### src/rtl/playfield_line_clear.sv
// Playfield line clear: scans the playfield from bottom to top. It drops every
// non-full row down over the full rows it removes, blanks the rows freed at the
// top, and reports how many rows were removed.
// Optional feature macro: LINE_CLEAR_QUEUE_EN. When it is defined, a start that
// arrives while busy is queued and runs right after the current pass.
module playfield_line_clear #(
    parameter int unsigned DIM_X = 10,  // tiles per row
    parameter int unsigned DIM_Y = 20   // rows; row 0 is top
) (
    input  logic                 clk,
    input  logic                 rst_l,
    input  logic                 start,
    output logic                 busy,
    output logic                 done,
    output logic [4:0]           lines_cleared,
    output logic [4:0]           rd_row,
    input  logic [DIM_X*3-1:0]   rd_data,
    output logic                 wr_en,
    output logic [4:0]           wr_row,
    output logic [DIM_X*3-1:0]   wr_data
);

    typedef enum logic [2:0] {
        StIdle,
        StRead,
        StEval,
        StFill,
        StDone
    } state_e;

    localparam logic [4:0] LastRow = 5'(DIM_Y - 1);

    state_e     state_q, state_d;
    logic [4:0] src_q, src_d;      // row being examined
    logic [4:0] dst_q, dst_d;      // next row to receive a surviving row
    logic [4:0] count_q, count_d;  // full rows found so far this pass
    logic       done_q, done_d;
    logic [4:0] lines_q, lines_d;
    logic       row_full;
`ifdef LINE_CLEAR_QUEUE_EN
    logic       pending_q, pending_d;
`endif

    // A row is full when no field holds the BLANK (zero) tile type.
    always_comb begin
        row_full = 1'b1;
        for (int c = 0; c < int'(DIM_X); c++) begin
            if (rd_data[3*c +: 3] == 3'b000) row_full = 1'b0;
        end
    end

    // Next-state logic and RAM-side outputs; RAM ports idle at zero outside their states.
    always_comb begin
        state_d = state_q;
        src_d   = src_q;
        dst_d   = dst_q;
        count_d = count_q;
        done_d  = 1'b0;
        lines_d = lines_q;
        rd_row  = '0;
        wr_en   = 1'b0;
        wr_row  = '0;
        wr_data = '0;
`ifdef LINE_CLEAR_QUEUE_EN
        pending_d = pending_q;
        if (state_q != StIdle && start) pending_d = 1'b1;
`endif
        case (state_q)
            StIdle: begin
                if (start) begin
                    src_d   = LastRow;
                    dst_d   = LastRow;
                    count_d = '0;
                    state_d = StRead;
                end
            end
            StRead: begin
                rd_row  = src_q;
                state_d = StEval;
            end
            StEval: begin
                if (row_full) begin
                    count_d = count_q + 5'd1;
                end else begin
                    // A row that is already in its final position needs no write.
                    if (dst_q != src_q) begin
                        wr_en   = 1'b1;
                        wr_row  = dst_q;
                        wr_data = rd_data;
                    end
                    dst_d = dst_q - 5'd1;
                end
                if (src_q != 5'd0) begin
                    src_d   = src_q - 5'd1;
                    state_d = StRead;
                end else begin
                    state_d = (count_d != 5'd0) ? StFill : StDone;
                end
            end
            StFill: begin
                wr_en  = 1'b1;
                wr_row = dst_q;
                dst_d  = dst_q - 5'd1;
                if (dst_q == 5'd0) state_d = StDone;
            end
            StDone: begin
                done_d  = 1'b1;
                lines_d = count_q;
                state_d = StIdle;
`ifdef LINE_CLEAR_QUEUE_EN
                if (pending_q || start) begin
                    pending_d = 1'b0;
                    src_d     = LastRow;
                    dst_d     = LastRow;
                    count_d   = '0;
                    state_d   = StRead;
                end
`endif
            end
            default: state_d = StIdle;
        endcase
    end

    // State and result registers.
    always_ff @(posedge clk or negedge rst_l) begin
        if (!rst_l) begin
            state_q <= StIdle;
            src_q   <= '0;
            dst_q   <= '0;
            count_q <= '0;
            done_q  <= 1'b0;
            lines_q <= '0;
        end else begin
            state_q <= state_d;
            src_q   <= src_d;
            dst_q   <= dst_d;
            count_q <= count_d;
            done_q  <= done_d;
            lines_q <= lines_d;
        end
    end

`ifdef LINE_CLEAR_QUEUE_EN
    // Queued start request.
    always_ff @(posedge clk or negedge rst_l) begin
        if (!rst_l) pending_q <= 1'b0;
        else        pending_q <= pending_d;
    end
`endif

    assign busy          = (state_q != StIdle);
    assign done          = done_q;
    assign lines_cleared = lines_q;

endmodule

### config.mk
export PLATFORM = sky130hd
export DESIGN_NAME = playfield_line_clear
export DESIGN_NICKNAME = d
export VERILOG_FILES = /design/src/rtl/playfield_line_clear.sv
export SDC_FILE = /design/constraint.sdc
export NUM_CORES = 1
export LEC_CHECK = 0
export ABC_AREA = 1
export ABC_CLOCK_PERIOD_IN_PS = 2700
export CAP_MARGIN = 30
export CORE_MARGIN = 1.5
export CORE_UTILIZATION = 35
export CTS_CLUSTER_SIZE = 20
export DETAILED_ROUTE_END_ITERATION = 10
export PLACE_DENSITY = 0.78
export REMOVE_ABC_BUFFERS = 1
export SYNTH_ARGS = -nofsm -noshare
export SYNTH_HDL_FRONTEND = slang
export SYNTH_SLANG_ARGS = --single-unit
### constraint.sdc
create_clock -name clk -period 2.7 [get_ports clk]
set_input_delay 0.675 -clock clk [delete_from_list [all_inputs] [get_ports clk]]
set_output_delay 0.675 -clock clk [all_outputs]
set_load 0.03 [all_outputs]
# Yosys cells after proc, flatten, opt, wreduce, memory -nomap -nowiden
# Index checks and enable logic that the tools add are counted.
[op_classes]
n_reduce_logical = 21
eq_ne = 9
n_addsub = 3
muxes = 35
[op_table]
columns = ["cell", "n"]
rows = [
  ["$mux 30", 3],
  ["$mux 5", 9],
  ["$logic_not 3->1", 11],
  ["$pmux 5 s2", 3],
  ["$pmux 5 s3", 1],
  ["$mux 1", 13],
  ["$mux 3", 4],
  ["$pmux 3 s4", 1],
  ["$reduce_bool 5->1", 2],
  ["$sub 5x1->5 const B", 2],
  ["$ne 2x2->1 const B", 4],
  ["$eq 3x2->1 const B", 2],
  ["$reduce_and 3->1", 2],
  ["$reduce_bool 3->1", 2],
  ["$add 5x1->5 const B", 1],
  ["$logic_not 5->1", 1],
  ["$ne 5x5->1", 1],
  ["$reduce_and 2->1", 2],
  ["$eq 3x1->1 const B", 1],
  ["$eq 3x3->1 const B", 1],
  ["$pmux 1 s2", 1],
  ["$reduce_bool 2->1", 1],
]
[totals]
register_bits = 24
out_inout_bits = 48
input_bits = 33
elab_cells = 74

# Longest topological paths before layout
# Gate-level depths: netlist of the first run.
[depth]
ltp_word = 17
depth_mapped = 14

# Worst setup path before layout of the first run
# Ideal clock, no wire load.
[synth_path]
path_type = "input-to-output"
start = "in rd_data[29]"
end = "out wr_row[0]"
n_path_buf = 0
cell_stages = 7
setup_slack_ns = 0.164
t_arrival_ns = 1.861
cell_sequence = "nor3_1 inv_1 nand3_4 clkinv_2 nor3_4 nor2_2 nor2_1"
[synth_via]
elab_chain_cells = 4
[synth_rtl]
columns = ["item", "line_no", "text"]
rows = [
  ["start, declared", "17", "input logic [DIM_X*3-1:0] rd_data,"],
  ["$logic_not 3->1", "48", "if (rd_data[3*c +: 3] == 3'b000) row_full = 1'b0;"],
  ["$mux 1", "48", ""],
  ["$mux 5", "82", "if (row_full) begin"],
  ["$pmux 5 s2", "68", "case (state_q)"],
  ["end, declared", "19", "output logic [4:0] wr_row,"],
]
# No other way between the ends.

# Final worst setup path of the first run
[layout_path]
start = "reg dst_q[3]"
end = "out wr_row[4]"
[layout_via]
elab_chain_cells = 4
[layout_rtl]
columns = ["item", "line_no", "text"]
rows = [
  ["start, declared", "35", "logic [4:0] dst_q, dst_d;"],
  ["start signal, assigned", "136", "dst_q <= dst_d;"],
  ["$ne 5x5->1", "86", "if (dst_q != src_q) begin"],
  ["$mux 5", "86", ""],
  ["$mux 5", "82", ""],
  ["$pmux 5 s2", "68", ""],
]
# No other way between the ends.

==> impl_metrics.yaml, run 1 <==
detailed_routing:
  wl_per_cell_um: 12.7
  drt_iter0_markers: 48
  drc: 0
  via_count: 2109
  drt-vias-per-instance: 4.61
  drtPass1Iterations: 4
  drt-total-wl_um: 5800
  ant_nets: 0
worst_setup_path:
  worstPathMaxFanout: 6
  path_class: "flip-flop to primary output"
  critPathTopFamily: "simple AND/OR/NAND/NOR gates"
  max_stage_delay_ps: 410
  critPathSlowestCell: "dfrtp_1"
  cp-end-kind: "primary output"
  cp-start-kind: "flip-flop"
  worstPathBufferInverterCount: 4
  critPathArrivalTime_ps: 2110
  timing.critical_path.cells: "inv_2 -> nor2_1 -> a211o_1 -> nor4_4 -> nor3_4 -> buf_6 -> buf_6 -> nor2_4 -> nor2_1 -> buf_4"
  crit_required_ps: 2030
pwr:
  powerDensity_nw_per_um2: 1020
  post-layout-total-power_mw: 3.07
  vdd_ir_drop_max_v: 0.000583
  power.leakage_nw: 1.77
global_route:
  grt_max_degree: 25
  grt_pass1_wl_um: 8910
  grt_antenna_before_repair: 0
  grt_pass1_vias: 1970
  grt_overflow: 0
  grt.total_usage_pct: 20.6
die:
  start_util_pct: 36.9
  die_height_um: 74.3
  dieArea_um2: 5520
  ios: 81
  core_um2: 4820
  die_x_um: 74.3
  rows: 25
placed_design:
  post-dp-hpwl_um: 3880
  place_ws_ps: -338
  port_buffers: 80
  gp_congestion: 0.836
  dpl_cell_area_um2: 2680
yosys:
  synth.ff_latch_count: 24
  synth_top_area_share_pct: 33.8
  ys_seq_area_share_pct: 33.8
  synth.area.top_cells: "dfrtp_1 (34%), nand2_1 (15%), inv_1 (14%)"
  avgSynthCellArea_um2: 6.40
  synth.cell_area_um2: 1780
  syn_inst: 278
  yosys_warnings: 0
  yosysTopAreaCell: "dfrtp_1"
  ys_types: 29
cts:
  cts_inserted_buffers: 3
  ctsHtreeMaxLevel: 1
  root_buffer: "clkbuf_8"
  postCtsHoldBufs: 0
  clk_latency_ps: 270
  cts_tree: "done"
  cts_buffer_depth: 2
  numClockSinks: 24
  clk_pin_slew_ps: 80
timing:
  hold_viol: 0
  fin_crit_sh_pct: 103
  setup_ws_ps: -85.3
  slew_violations: 0
  rsz0062_at_grt: "true"
  finalSetupViolCount: 21
  worstMarginPinSlew_ps: 339
  min_period_ps: 2790
  slew_headroom_pct: 77.4
  fin_skew_ps: 1.53
  max_freq_mhz: 359
status:
  status: "complete, but fails checks"
  violations: "negative setup slack"
layout:
  seqCellArea_um2: 601
  n_antenna_cell: 0
  stdcell_area_um2: 3000
  multi_input_area_um2: 1050
  fill_cells: 429
  num-nets-final: 429
  syn_to_final_growth_pct: 68.5
  drive_above_1_share_pct: 42.8
worst_hold_path:
  hold_path.class: "flip-flop to flip-flop"
job:
  drv_cap: 0
-- per-layer routing --
layer	share of wire (%)	vias up	track usage, %
met1	39	936	23.4
met3	9.1	12	5.15
met5	0	-	0
li1	-	1069	-
met2	50	92	38.3
met4	1.8	0	5.45
-- metrics by stage --
stage	hold slack (ps)	std cells	utilization, %	TNS (ps)
after global placement	473	436	55.6	-8910
final	491	457	62.2	-561
after CTS	496	453	62.7	-792
after detailed placement	476	436	55.6	-10100
after floorplan	379	275	-	-5130
after global routing	523	457	62.2	-2120
-- Yosys cell counts --
cell type and n:
nand2_1 73, inv_1 64, nor2_1 29, dfrtp_1 24
o21ai_0 15, nand3_1 11, inv_2 8, nor3_1 6
nor2_2 5, o22ai_1 5, ha_1 4, nand4_1 4
o21ai_1 4, buf_2 3, nand2_2 3, nor3b_1 3
a21oi_1 2, a31oi_1 2, nor2_4 2, xor2_1 2
a211o_1 1, a22oi_1 1, clkinv_1 1, clkinv_2 1
nand3_4 1, nor3_4 1, nor4_2 1, o21ai_2 1
xnor2_1 1
-- repair_timing --
item                                   4_1_cts  5_1_grt
setup endpoints to repair                   36       36
gates cloned                                 2        0
setup buffers                               12        5
gates resized for setup                    145       45
endpoints found under the hold margin        0        0
pin swaps                                   18       20
-- cell type report --
cell class | instances | area share (%)
Sequential cell | 24 | 20.0
Inverter | 74 | 9.43
Tap cell | 67 | 2.80
Multi-Input combinational cell | 177 | 35.2
Timing Repair Buffer | 112 | 31.2
Clock buffer | 3 | 1.38
-- report_power, final --
group          leakage [nW]  internal, mW  switching [mW]  total (mW)
registers             0.304         0.487           0.111       0.598
clock network        0.0216         0.100           0.115       0.215
logic                  1.44         0.889            1.36        2.25
total                  1.77          1.48            1.59        3.07
-- worst paths after layout --
path | start | end | slack, ps | cells after the start
worst max-delay path | dst_q[3] | wr_row[4] | -90 | 10
worst min-delay path | lines_cleared[4] | lines_cleared[4] | 490 | 2
worst max register to register | src_q[0] | src_q[2] | 820 | 10
worst min register to register | lines_cleared[4] | lines_cleared[4] | 490 | 2
max in group asynchronous | rst_l | lines_cleared[0] | 1700 | 2
min in group asynchronous | rst_l | dst_q[4] | 760 | 2
-- sequential cells by signal (all words and copies together), names as in the netlist --
signal	count
state_q	3
lines_cleared	5
count_q	5
src_q	5
done	1
dst_q	5
-- cells in the final DEF (no fill, tap or decap), types with 4 or more instances in the layout --
| master | synthesis | layout |
|---|---|---|
| buf_6 | 0 | 21 |
| o22ai_1 | 5 | 5 |
| buf_4 | 0 | 46 |
| nand3_1 | 11 | 10 |
| buf_2 | 3 | 11 |
| o21ai_1 | 4 | 4 |
| dfrtp_1 | 24 | 24 |
| nand4_1 | 4 | 4 |
| inv_1 | 64 | 46 |
| inv_2 | 8 | 26 |
| clkdlybuf4s50_1 | 0 | 14 |
| nor2_1 | 29 | 23 |
| nand2_2 | 3 | 8 |
| nand2_1 | 73 | 55 |
| nor2_2 | 5 | 7 |
| nor3_1 | 6 | 5 |
| ha_1 | 4 | 4 |
| nand2_4 | 0 | 13 |
| clkbuf_2 | 0 | 16 |
| nor2_4 | 2 | 6 |
| o21ai_0 | 15 | 15 |
-- worst reg2reg max path, delay by kind of cell (launching register included) --
family	cells	cell delay [ps]
buffers and inverters	4	340
DFF	1	440
AOI/OAI and AO/OA	1	240
and+or+nand+nor	4	620
adders and majority gates	1	150
-- logic make-up (layout without fill, tap and decap cells) --
| family | count (synthesis) | after routing | share of synthesized area [%] |
|---|---|---|---|
| fa+ha+maj | 4 | 4 | 2.81 |
| buf+inv | 77 | 189 | 16.5 |
| simple gates | 139 | 139 | 35.7 |
| flops | 24 | 24 | 33.8 |
| compound gates | 31 | 31 | 9.78 |
| xor+xnor | 3 | 3 | 1.48 |
No activity file was read; power rests on OpenSTA's default activity.
==> run 2: changes to the inputs <==
--- a/config.mk
+++ b/config.mk
@@ -9,11 +9,12 @@
 export ABC_CLOCK_PERIOD_IN_PS = 2700
 export CAP_MARGIN = 30
 export CORE_MARGIN = 1.5
-export CORE_UTILIZATION = 35
+export CORE_UTILIZATION = 42
 export CTS_CLUSTER_SIZE = 20
 export DETAILED_ROUTE_END_ITERATION = 10
-export PLACE_DENSITY = 0.78
+export PLACE_DENSITY = 0.9
 export REMOVE_ABC_BUFFERS = 1
+export SLEW_MARGIN = 20
 export SYNTH_ARGS = -nofsm -noshare
 export SYNTH_HDL_FRONTEND = slang
 export SYNTH_SLANG_ARGS = --single-unit
==> run 2 against run 1 <==
Against the previous run: via count is 7.3% higher; worst setup slack lost 2.8 ps; cell count is 4.4% lower; the run still ends with negative setup slack left; count of clock-buffer cells in the layout stayed put; non-clock buffer count down 3; sequential power up 2%; die area fell by 16%; wire length increased by 14%.
==> impl_metrics.yaml, run 2 (synthesis results as in run 1) <==
cts:
  root_buffer: "clkbuf_8"
  cts_inserted_buffers: 3
  cts_buffer_depth: 2
  numClockSinks: 24
  postCtsHoldBufs: 0
  ctsHtreeMaxLevel: 1
  clk_pin_slew_ps: 70
  cts_tree: "done"
  clk_latency_ps: 270
layout:
  syn_to_final_growth_pct: 82.4
  stdcell_area_um2: 3250
  drive_above_1_share_pct: 48.8
  postLayoutCoreUtil_pct: 80.6
  mostFrequentLayoutCells: "nand2_1 (45), buf_6 (45), inv_2 (38)"
  final_cells: 437
  num-nets-final: 426
  n_antenna_cell: 0
worst_setup_path:
  critPathArrivalTime_ps: 2110
  rrSetupSlack_ps: 780
  reg2reg_depth: 10
  cp-start-kind: "primary input"
  cp-end-kind: "primary output"
  reg2reg_to: "src_q[2]"
  worstPathMaxFanout: 7
  crit_required_ps: 2030
  path_class: "primary input to primary output"
  r2r_start: "src_q[0]"
timing:
  setup_ws_ps: -88.1
  finalSetupViolCount: 30
  rsz0062_at_grt: "true"
  min_period_ps: 2790
  hold_viol: 0
  worstMarginPinSlew_ps: 324
  fin_skew_ps: 12.5
  final.setup.tns_ps: -664
  slew_headroom_pct: 78.4
  slew_violations: 0
  fin_crit_sh_pct: 103
  max_freq_mhz: 359
worst_hold_path:
  hold_path.class: "flip-flop to flip-flop"
  hold-path-cell-count: 2
  hold_end: "lines_cleared[0]"
  hold_start: "lines_cleared[0]"
pwr:
  vdd_ir_drop_max_v: 0.000660
  powerDensity_nw_per_um2: 1020
  post-layout-total-power_mw: 3.32
  power.leakage_nw: 1.84
die:
  start_util_pct: 44.2
  rows: 23
  dieArea_um2: 4640
  die_height_um: 68.1
  die_x_um: 68.1
  ios: 81
  core_um2: 4030
job:
  drv_cap: 0
detailed_routing:
  ant_nets: 0
  via_count: 2264
  drt-vias-per-instance: 5.18
  wl_per_cell_um: 15.1
  drtPass1Iterations: 4
  drt_iter0_markers: 129
  drc: 0
  drt-total-wl_um: 6610
status:
  violations: "negative setup slack"
  status: "complete, but fails checks"
global_route:
  grt_antenna_before_repair: 0
  grt_max_degree: 25
  grt_overflow: 0
  grt_pass1_wl_um: 8530
  grt_pass1_vias: 1983
  grt.total_usage_pct: 24.0
placed_design:
  dp.cells: 413
  port_buffers: 80
  post-dp-hpwl_um: 3680
  gp_congestion: 0.852
  dpl_cell_area_um2: 2610
[run 2: cell count changes in the layout (fill, tap and decap cells not counted), sizes merged]
cell	delta
clkbuf	-14
buf	+12
clkdlybuf4s15	-1
[run 2: power breakdown]
group / switching (mW) / total, mW / internal, mW
clock network: 0.111 / 0.211 / 0.0999
registers: 0.121 / 0.609 / 0.487
logic: 1.47 / 2.50 / 1.03
total: 1.70 / 3.32 / 1.61
[run 2: worst max-delay path by stage]
stage | from | to | slack (ps) | cells past startpoint
finish | rd_data[6] | wr_data[19] | -90 | 14
global route | rd_data[20] | wr_data[19] | -200 | 14
CTS | rd_data[29] | wr_data[10] | -40 | 12
detailed placement | rd_data[29] | wr_data[10] | -370 | 10
global placement | rd_data[29] | wr_data[20] | -300 | 10
floorplan | rd_data[29] | wr_row[0] | -360 | 7
[run 2: critical path, stage by stage]
cell      delay, ps
buf_6           100
nor2_4          100
nand2_2          60
nand2_2          80
nor2_4           50
nand3_4          90
clkinv_4         60
nor3_4          210
buf_12          140
buf_4           120
buf_16          120
nand2_1         110
inv_2            70
buf_6           120
[run 2: final cells by class]
| type | instances | area [µm²] |
|---|---|---|
| repair buffers | 109 | 1120 |
| fillers | 225 | 783 |
| flip-flops and latches | 24 | 601 |
| inverters | 74 | 283 |
| clock buffers | 3 | 41.3 |
| well taps | 50 | 62.6 |
| multi-input cells | 177 | 1130 |
[run 2: repair_timing]
action,in CTS,in global routing
pin swaps,16,26
gates resized for setup,177,97
setup endpoints to repair,36,36
buffers inserted,11,7
cloned,3,0
endpoints found under the hold margin,0,0
[run 2: through the flow]
| step | hold WS [ps] | setup slack (ps) |
|---|---|---|
| after CTS | 503 | -42.6 |
| after floorplan | 379 | -355 |
| after global routing | 537 | -201 |
| final | 498 | -88.1 |
| after detailed placement | 479 | -369 |
| after global placement | 470 | -301 |
[run 2: metal layers]
metal,vias up,wire (µm),track usage (%),share of wire [%]
met1,1056,2480,28.1,37
li1,1059,-,-,-
met2,118,3240,44.8,49
met3,31,541,3.62,8.2
met5,-,0,0,0
met4,0,352,7.25,5.3
